File: config.mk
export PLATFORM = sky130hd
export DESIGN_NAME = instruction_fetch_stage
export DESIGN_NICKNAME = d
export VERILOG_FILES = /design/src/rtl/instruction_fetch_stage.sv
export SDC_FILE = /design/constraint.sdc
export NUM_CORES = 1
export LEC_CHECK = 0
export CORE_MARGIN = 2
export CORE_UTILIZATION = 45
export DETAILED_ROUTE_END_ITERATION = 6
export PLACE_DENSITY_LB_ADDON = 0.2
export SYNTH_ARGS = -nofsm -noshare
export SYNTH_HDL_FRONTEND = slang
export SYNTH_SLANG_ARGS = --single-unit
export TNS_END_PERCENT = 1
File: constraint.sdc
create_clock -name clk -period 5.2 [get_ports clk]
set_input_delay 0.78 -clock clk [delete_from_list [all_inputs] [get_ports clk]]
set_output_delay 0.78 -clock clk [all_outputs]
set_load 0.05 [all_outputs]
File: src/rtl/instruction_fetch_stage.sv
// IF stage of the 5-stage MIPS pipeline: owns the PC, drives the ROM address,
// fills the IF/ID register and selects the next PC from sequential/jump/jr/branch.
module instruction_fetch_stage #(
    parameter logic [31:0] RESET_PC = 32'h0000_0000,
    parameter logic [31:0] NOP_WORD = 32'h0000_0000
) (
    input  logic        clk,
    input  logic        reset,
    input  logic        stall,
    input  logic        branch_taken,
    input  logic [31:0] branch_target,
    input  logic        jump_en,
    input  logic        jr_en,
    input  logic [31:0] jr_target,
    output logic [31:0] imem_addr,
    input  logic [31:0] imem_instr,
    output logic [31:0] ifid_instr,
    output logic [31:0] ifid_pc_plus4,
    output logic        ifid_valid,
    output logic [31:0] fetch_count
);

    localparam logic [31:0] WORD_MASK = 32'hFFFF_FFFC;

    typedef enum logic [2:0] {
        SEL_SEQ,
        SEL_BRANCH,
        SEL_HOLD,
        SEL_JR,
        SEL_JUMP
    } pc_sel_t;

    logic [31:0] pc;
    logic [31:0] pc_plus4;
    logic [31:0] jump_target;
    logic [31:0] redirect_target;
    logic [31:0] instr_q;
    logic [31:0] pc_plus4_q;
    logic        valid_q;
    logic [31:0] count_q;
    pc_sel_t     sel;

    assign imem_addr     = pc;
    assign ifid_instr    = instr_q;
    assign ifid_pc_plus4 = pc_plus4_q;
    assign ifid_valid    = valid_q;
    assign fetch_count   = count_q;

    assign pc_plus4    = pc + 32'd4;
    assign jump_target = {pc_plus4_q[31:28], instr_q[25:0], 2'b00};

    // Priority: branch (EX) beats stall beats jr beats jump beats sequential.
    always_comb begin
        sel = SEL_SEQ;
        if (branch_taken)
            sel = SEL_BRANCH;
        else if (stall)
            sel = SEL_HOLD;
        else if (jr_en)
            sel = SEL_JR;
        else if (jump_en)
            sel = SEL_JUMP;
    end

    always_comb begin
        redirect_target = '0;
        case (sel)
            SEL_BRANCH: redirect_target = branch_target & WORD_MASK;
            SEL_JR:     redirect_target = jr_target & WORD_MASK;
            SEL_JUMP:   redirect_target = jump_target;
            default:    redirect_target = '0;
        endcase
    end

    always_ff @(posedge clk or posedge reset) begin
        if (reset) begin
            pc         <= RESET_PC & WORD_MASK;
            instr_q    <= NOP_WORD;
            pc_plus4_q <= '0;
            valid_q    <= 1'b0;
            count_q    <= '0;
        end else begin
            case (sel)
                SEL_SEQ: begin
                    pc         <= pc_plus4;
                    instr_q    <= imem_instr;
                    pc_plus4_q <= pc_plus4;
                    valid_q    <= 1'b1;
                    count_q    <= count_q + 32'd1;
                end
                // Any redirect discards the word fetched this cycle (no delay slot).
                SEL_BRANCH, SEL_JR, SEL_JUMP: begin
                    pc         <= redirect_target;
                    instr_q    <= NOP_WORD;
                    pc_plus4_q <= '0;
                    valid_q    <= 1'b0;
                end
                default: begin
                end
            endcase
        end
    end

endmodule
Yosys cells after proc, flatten, opt, wreduce, memory -nomap -nowiden
Index checks and enable logic that the tools add are counted.
{ "op_classes": {"add_sub_neg": 2, "n_eq_ne": 3, "n_mux": 9, "n_reduce_logical": 3} }
{ "op_table": {"columns": ["cell", "count"], "rows": [
  ["32-bit case mux with 2 select lines", 3],
  ["32-bit case mux with 3 select lines", 1],
  ["32-bit by 1-bit adder with 32-bit output, second input constant", 1],
  ["32-bit by 3-bit adder with 32-bit output, second input constant", 1],
  ["3-bit 2-to-1 mux", 4],
  ["3-bit by 1-bit equality test with 1-bit output, second input constant", 1],
  ["3-bit by 2-bit equality test with 1-bit output, second input constant", 1],
  ["3-bit equality test, second input constant", 1],
  ["3-bit logical NOT", 1],
  ["3-bit OR reduction", 1],
  ["1-bit case mux with 2 select lines", 1],
  ["2-bit nonzero test", 1]
]} }
{ "word_totals": {"reg_bits": 129, "input_bits": 102, "out_inout_bits": 129, "word_cells": 22} }

Logic depth before layout (Yosys ltp)
Gate-level depths: netlist of the first run.
{ "depth": {"depth_word": 7, "ltp_mapped": 8, "mapped_depth_nobuf": 6} }

Worst setup path before layout of the first run
OpenSTA, ideal clock, no wires.
{ "synth_path": {"path_type": "input to register", "from": "input branch_taken", "to": "register count_q[23] (netlist: fetch_count[23])", "setup_time_ns": 0.141, "arrival_time_ns": 2.243, "required_ns": 5.059, "path_slack_ns": 2.817, "stages": 6, "n_path_buf": 1, "path_cell_list": "buf_6 -> or4_4 -> or2_4 -> nor3_4 -> nand4_1 -> xnor2_1"} }
{ "synth_between": {"elab_chain_len": 2} }
{ "synth_lines": {"columns": ["element", "line", "text"], "rows": [
  ["from (decl)", "10", "input logic branch_taken,"],
  ["3-bit 2-to-1 mux", "55", "if (branch_taken)"],
  ["3-bit logical NOT", "83", "case (sel)"],
  ["to (signal assigned)", "89", "count_q <= count_q + 32'd1;"],
  ["to (decl)", "40", "logic [31:0] count_q;"]
]} }
No other way between the ends.
A chain may end at the register's enable or synchronous reset.

Worst setup path in the final report of the first run
{ "layout_path": {"from": "input jr_en", "to": "register count_q[27] (netlist: fetch_count[27])"} }
{ "layout_between": {"elab_chain_len": 4} }
{ "layout_lines": {"columns": ["element", "line", "text"], "rows": [
  ["from (decl)", "13", "input logic jr_en,"],
  ["3-bit 2-to-1 mux", "59", "else if (jr_en)"],
  ["3-bit 2-to-1 mux", "57", "else if (stall)"],
  ["3-bit 2-to-1 mux", "55", null],
  ["3-bit logical NOT", "83", null]
]} }
No other way between the ends.

==> results of run 1 <==
[cells by family (layout without fill, tap and decap cells)]
family | count (synthesis) | after routing | synth area share, %
XOR/XNOR | 55 | 55 | 7.739
buffers and inverters | 56 | 273 | 4.040
other | 1 | 4 | 0.06024
AND/OR/NAND/NOR | 198 | 198 | 17.31
flip-flops | 125 | 125 | 50.25
multiplexers | 6 | 6 | 0.9649
AO/OA/AOI/OAI | 162 | 162 | 19.24
adder cells (fa/ha/maj) | 2 | 2 | 0.4019
[synth_stat cells, types with 3 or more instances]
| cell type | instances |
|---|---|
| a222oi_1 | 16 |
| buf_1 | 7 |
| o31ai_1 | 9 |
| buf_4 | 4 |
| o22ai_1 | 7 |
| nand3_1 | 33 |
| nand2_1 | 61 |
| xnor2_1 | 36 |
| buf_2 | 7 |
| o21ai_0 | 35 |
| and4_1 | 10 |
| a22o_1 | 36 |
| dfrtp_1 | 125 |
| clkbuf_1 | 24 |
| and3_1 | 6 |
| xor2_1 | 19 |
| a21oi_1 | 19 |
| and2_1 | 5 |
| mux2i_1 | 6 |
| a22oi_1 | 10 |
| nor3_1 | 6 |
| nand2b_1 | 3 |
| nor2_1 | 32 |
| a221oi_1 | 10 |
| o31a_1 | 8 |
| inv_1 | 10 |
| nand4_1 | 21 |
| or3_1 | 4 |
[power by group]
part           switching, mW  total (mW)  internal, mW
logic                  0.410       0.663         0.253
registers             0.0974        1.13          1.03
clock network          0.446        1.23         0.780
[per-stage QoR]
| step | total power, mW | area [sq um] | std cells | setup WS (ps) | utilization, % |
|---|---|---|---|---|---|
| after global routing | 3.135 | 9165 | 1001 | 2068 | 68.39 |
| after global placement | 1.791 | 8547 | 969 | 1858 | 63.78 |
| after floorplan | 1.532 | 6236 | 608 | 1092 | - |
| final | 3.020 | 9165 | 1001 | 2196 | 68.39 |
| after CTS | 3.039 | 9165 | 1001 | 2243 | 68.39 |
| after detailed placement | 1.806 | 8547 | 969 | 1803 | 63.78 |
[worst min path at each step]
stage	cells past startpoint	end
final	1	fetch_count[31]
after global routing	1	fetch_count[31]
after CTS	2	ifid_pc_plus4[2]
after detailed placement	2	ifid_pc_plus4[2]
after global placement	2	ifid_pc_plus4[2]
after floorplan	2	ifid_valid
[state kept, by name (all words and copies together), names as in the netlist]
signal,cells
fetch_count,32
ifid_instr,32
ifid_pc_plus4,30
ifid_valid,1
imem_addr,30
[layer usage]
metal,global-route usage [%],routed length (um),vias to the layer above
met5,0,0,-
met4,7.759,251,0
met3,7.865,1746,28
met2,43.89,9631,325
met1,34.56,7797,2898
li1,-,-,2663
[worst max-delay path, cell delays in order]
cell and delay (ps):
clkdlybuf4s50_1 700, or4_4 820, or2_4 340, nor3_4 300, nand3_1 150, xnor2_1 210
[area by class of cell]
class / count / area (sq um) / share of cell area (%)
flip-flops and latches: 125 / 3128 / 34.13
clock inverters: 13 / 165.2 / 1.802
well taps: 176 / 220.2 / 2.403
inverters: 10 / 40.04 / 0.4369
clock buffers: 19 / 452.9 / 4.942
repair buffers: 231 / 2285 / 24.93
multi-input cells: 427 / 2874 / 31.36
==> reports/qor.csv, run 1 <==
metric;value;unit
outcome;complete, but fails checks;
violations;design-rule violations;
numClockSinks;125;
path_max_fanout;29;
die_y;121.6;um
crit_type;in -> reg;
rsz0062_at_grt;false;
grt_start_max_net_pins;90;
fin_worst_skew;9.029;ps
p_leak;3.774;nW
r2r_slack;2620;ps
area_growth_syn_to_layout;47.24;%
yosys.area.top_type;dfrtp_1;
final_cell_mix;clkdlybuf4s50_1, dfrtp_1, nand2_1;
drv_cap;0;
firstDrtPassIters;7;
ys_ff_latch;125;
fillerInstances;1037;
grt_pass1_wl;30660;um
startpoint_type;input port;
yosysTopAreaCellShare;50.25;%
ctsHtreeMaxLevel;4;
synth_area_leaders;dfrtp_1, a22o_1, xnor2_1;
clockBufferDepth;2;
hold_slack;473.9;ps
p_per_area;329.5;nW/um^2
fin_crit_sh;57.78;%
hold_start;fetch_count[31];
via_count;5914;
via_per_inst;5.908;
avgSynthCellArea;10.29;sq um
antenna_cells;0;
slew_viol_final;0;
grt_use_total;26.74;%
timing.fmax;332.8;MHz
grt-ovfl-total;0;
dieArea;14790;sq um
cts_hold_buf;0;
ff2ff_path_depth;5;
synth_cells;605;
setup_violations;0;
hpwlAfterDp;13820;um
finalHoldViolCount;0;
cts-root-buf;clkbuf_16;
synth.cell_area;6225;sq um
required;5530;ps
pin_count;231;
ys.warnings.count;0;
drive_above_1_share;6.909;%
rr_startpoint;imem_addr[2];
post_cts_resized;0;
async_flop_share;100.0;%
path_clk_slew;60;ps
postCtsSetupRepairBufs;0;
layout_commonest_cell;clkdlybuf4s50_1;
critPathCapture;fetch_count[27];
cts_buffers;17;
synth_cell_types;52;
drc;5;
ir_drop;0.2100;mV
totalWireLength;19430;um
cp-startpoint;jr_en;
drt_iter0_markers;679;
ys.flop_type;dfrtp_1;
cts_tree;yes;
gp_congestion;0.8643;
avgRoutedWirePerCell;19.41;um
ant_nets;0;
cp-end-kind;flip-flop;
tns;0;ps
antenna_found_initial;0;
hold_class;reg -> reg;
place.port_buffers;222;
first_global_vias;5765;
coreArea;13400;sq um
cp_data_arrival_time;3330;ps
fin_crit;3004;ps
die_w;121.6;um
slew_headroom;25.43;%
insertion_delay;420;ps
worstMarginPinSlew;1119;ps
final_nets;916;
synth-edff-count;0;
std_cell_rows;42;
r2r_end;imem_addr[28];
yosysSeqAreaShare;50.25;%
start_util;46.45;%
(Power assumes the default switching activity.)
==> inputs of run 2 (changes only) <==
Settings changed: CORE_UTILIZATION 45 to 41.
Clock period 5.2 ns to 2.56 ns, I/O delays scaled along.
==> run 2 against run 1 <==
- the flow now finishes without violations
- wire length decreased by 2.4%
- sequential cell count unchanged
- register-to-register slack got worse by 2300 ps
- total power increased by 110%
- largest cell class unchanged
- highest routed layer unchanged
==> reports/qor.csv, run 2 (synthesized netlist as in run 1, its figures left out) <==
metric;value;unit
rr_startpoint;imem_addr[2];
std_cell_rows;45;
crit_type;reg -> reg;
p_leak;3.879;nW
critPathMaxStageDelay;560;ps
fin_crit_sh;88.76;%
hold_class;in -> async;
grt_use_total;24.09;%
dieArea;16180;sq um
cts_tree;yes;
setup_violations;0;
drc;0;
cts-root-buf;clkbuf_16;
insertion_delay;420;ps
layout_commonest_cell;clkdlybuf4s50_1;
cp-end-kind;flip-flop;
cts_hold_buf;0;
fin_worst_skew;7.731;ps
start_util;41.41;%
worstMarginPinSlew;1028;ps
avgRoutedWirePerCell;18.47;um
finalHoldViolCount;0;
rsz0062_at_grt;false;
drt_iter0_markers;468;
startpoint_type;flip-flop;
die_y;127.2;um
antenna_cells;0;
postCtsSetupRepairBufs;0;
final_cell_mix;clkdlybuf4s50_1, dfrtp_1, nand2_1;
pre_cts_slack;8.184;ps
totalWireLength;18970;um
final_nets;930;
drive_above_1_share;8.462;%
crit_family;simple AND/OR/NAND/NOR gates;
die_w;127.2;um
tns;0;ps
p_per_area;668.3;nW/um^2
crit_chain;ha_1 > and4_1 > nand2_1 > nor4_1 > buf_4 > mux2i_1 > o21ai_0;
numClockSinks;125;
cp-startpoint;imem_addr[2];
post_cts_resized;0;
pin_count;231;
critPathBufInv;1;
fin_ws;287.9;ps
drv_cap;0;
cp_data_arrival_time;2550;ps
slew_headroom;31.20;%
ctsHtreeMaxLevel;4;
clockBufferDepth;2;
fin_crit;2272;ps
path_max_fanout;9;
antenna_found_initial;0;
area_growth_syn_to_layout;50.49;%
gp_congestion;0.8965;
grt_start_max_net_pins;72;
ant_nets;0;
hpwlAfterDp;14010;um
grt-ovfl-total;0;
coreArea;15030;sq um
required;2840;ps
firstDrtPassIters;6;
via_per_inst;5.649;
cts_buffers;17;
first_global_vias;5617;
ir_drop;0.5069;mV
slew_viol_final;0;
via_count;5802;
place.port_buffers;222;
outcome;completed;
grt_pass1_wl;30570;um
timing.fmax;440.1;MHz
slowest_stage;dfrtp_1;
path_clk_slew;60;ps
## run 2: power breakdown
| group | total [mW] | switching (mW) | internal [mW] |
|---|---|---|---|
| registers | 2.30 | 0.205 | 2.10 |
| logic | 1.35 | 0.820 | 0.534 |
| clock network | 2.60 | 0.956 | 1.65 |
## run 2: worst register-to-register path: stages, from the launching register on
cell,delay [ps]
dfrtp_1,560
ha_1,380
and4_1,280
nand2_1,140
nor4_1,320
buf_4,180
mux2i_1,180
o21ai_0,110
## run 2: metal layers
layer  vias to the layer above  wire length [um]  global-route usage [%]
met5                         -                 0                       0
met1                      2793              8417                   33.77
met4                         0               282                   7.692
met3                        25              1404                   6.407
li1                       2701                 -                       -
met2                       283              8862                   36.69
## run 2: path summary, 6_finish.rpt
check,end,slack (ps),depth (start not counted)
max,imem_addr[18],290,7
min,ifid_pc_plus4[7],410,2
max reg2reg,imem_addr[18],290,7
min reg2reg,ifid_pc_plus4[2],480,2
max in group asynchronous,imem_addr[28],1550,3
min in group clk,imem_addr[18],450,4
## run 2: final cells by class
class | count | area [sq um]
timing repair buffer | 245 | 2452
sequential | 125 | 3128
clock buffer | 17 | 425.4
multi-input combinational | 427 | 2874
clock inverter | 15 | 211.5
inverter | 10 | 41.29
fill | 1249 | 5665
tap | 188 | 235.2
## run 2: metrics by stage
stage | util (%) | std cells | hold WS, ps | instance area [sq um] | total power [mW]
6_report | 62.31 | 1027 | 411.9 | 9368 | 6.260
5_1_grt | 62.31 | 1027 | 471.9 | 9368 | 6.495
4_1_cts | 62.31 | 1027 | 419.2 | 9368 | 6.308
3_5_place_dp | 58.08 | 995 | 467.5 | 8731 | 3.689
3_3_place_gp | 58.08 | 995 | 458.6 | 8731 | 3.667
2_1_floorplan | - | 608 | 510.8 | 6240 | 3.111
==> inputs of run 3 (changes only) <==
Settings changed: CORE_UTILIZATION 41 to 42, CTS_BUF_LIST set to sky130_fd_sc_hd__clkbuf_2 sky130_fd_sc_hd__clkbuf_4 sky130_fd_sc_hd__clkbuf_8, GPL_ROUTABILITY_DRIVEN set to 0, TNS_END_PERCENT 1 to 100.
==> run 3 against run 2 <==
- design area down 2.8%
- sequential power about the same
- critical endpoint is now imem_addr[4]
- maximum frequency is 1.0% higher
- combinational power about the same
- via count down 0.60%
- worst setup slack improved by 23 ps
- largest power group is now registers
- non-clock buffer count down 3
- total power down 13%
- first-iteration DRC count fell by 18%
- die area down 2.3%
- highest routed layer unchanged
- clock power decreased by 30%
- sequential cell count stayed put
==> reports/qor.csv, run 3 (synthesized netlist as in run 1, its figures left out) <==
metric;value;unit
numClockSinks;125;
ant_nets;0;
path_clk_slew;70;ps
post_cts_resized;0;
first_global_vias;5710;
fin_worst_skew;10.46;ps
drv_cap;0;
stdcell_area;9110;sq um
drt_iter0_markers;385;
std_cell_rows;44;
antenna_found_initial;0;
finalHoldViolCount;0;
rsz0062_at_grt;false;
drive_above_1_share;8.134;%
cp-end-kind;output port;
clockBufferDepth;2;
required;2180;ps
drc;0;
cts_tree;yes;
outcome;completed;
pin_count;231;
fin_crit;2249;ps
crit_type;reg -> out;
via_per_inst;5.654;
slew_viol_final;0;
tns;0;ps
rr_startpoint;imem_addr[2];
totalWireLength;18880;um
fillerInstances;1246;
grt_pass1_wl;30250;um
via_count;5767;
cts_buffers;17;
ir_drop;0.3634;mV
die_w;125.7;um
slew_headroom;37.62;%
antenna_cells;0;
setup_violations;0;
place_area;8691;sq um
critPathMaxStageDelay;870;ps
r2r_end;imem_addr[18];
ctsHtreeMaxLevel;4;
hold_slack;456.3;ps
dieArea;15810;sq um
startpoint_type;flip-flop;
grt_use_total;24.06;%
p_per_area;599.8;nW/um^2
slowest_stage;clkdlybuf4s50_1;
coreArea;14530;sq um
cp_data_arrival_time;1860;ps
firstDrtPassIters;6;
final_cell_mix;clkdlybuf4s50_1, dfrtp_1, nand2_1;
postCtsSetupRepairBufs;0;
fin_crit_sh;87.85;%
hold_class;in -> async;
worstMarginPinSlew;931.7;ps
avgRoutedWirePerCell;18.51;um
crit_family;buffers and inverters;
insertion_delay;440;ps
layout_commonest_cell;clkdlybuf4s50_1;
place.port_buffers;222;
final_nets;927;
path_max_fanout;11;
cts-root-buf;clkbuf_8;
p_leak;3.748;nW
crit_chain;clkdlybuf4s50_1;
r2r_slack;340;ps
grt_start_max_net_pins;93;
start_util;42.83;%
grt-ovfl-total;0;
die_y;125.7;um
instances_no_fill;1020;
place_inst;988;
ff2ff_path_depth;7;
critPathBufInv;1;
timing.fmax;444.7;MHz
hpwlAfterDp;13940;um
area_growth_syn_to_layout;46.35;%
cts_hold_buf;0;
==> run 3: changes by cell type in the layout (fill, tap and decap cells not counted) <==
cell	before	now
buf_12	5	4
bufinv_16	4	3
clkbuf_16	17	0
clkinv_4	5	1
inv_6	4	2
buf_4	18	16
clkbuf_4	0	1
clkinvlp_4	2	6
clkinv_2	1	2
clkbuf_8	0	18
==> run 3: cell type report <==
type / count / area, sq um / area share, %
clock buffer: 19 / 255.2 / 2.802
clock inverter: 13 / 163.9 / 1.799
inverter: 10 / 41.29 / 0.4532
multi-input combinational: 427 / 2874 / 31.55
sequential: 125 / 3128 / 34.34
tap: 184 / 230.2 / 2.527
timing repair buffer: 242 / 2417 / 26.53
==> run 3: power by group <==
group / internal [mW] / leakage (nW) / switching (mW) / total [mW]
registers: 2.10 / 1.67 / 0.198 / 2.29
logic: 0.528 / 1.88 / 0.822 / 1.35
clock network: 1.00 / 0.198 / 0.817 / 1.82
==> run 3: worst max-delay path by stage <==
stage                            start                 to  slack (ps)  cells after the start
after floorplan           imem_addr[2]      imem_addr[28]         240                      5
after global placement           jr_en      imem_addr[13]          40                      6
after detailed placement         jr_en      imem_addr[13]          20                      6
after CTS                 imem_addr[2]       imem_addr[2]         290                      1
after global routing      imem_addr[2]  ifid_pc_plus4[28]         190                      7
final                     imem_addr[4]       imem_addr[4]         310                      1
==> run 3: metal layers <==
metal | up-vias | GRT usage, % | routed length (um)
li1 | 2680 | - | -
met1 | 2811 | 32.86 | 8326
met2 | 258 | 38.03 | 8922
met3 | 18 | 6.415 | 1399
met4 | 0 | 6.917 | 229
met5 | - | 0 | 0
==> run 3: metrics by stage <==
step	util [%]	setup slack [ps]	total power [mW]
after floorplan	-	238.7	3.111
after CTS	62.68	290.3	5.497
after global placement	59.80	36.69	3.656
after detailed placement	59.80	17.32	3.686
after global routing	62.68	185.4	5.695
final	62.68	311.1	5.464
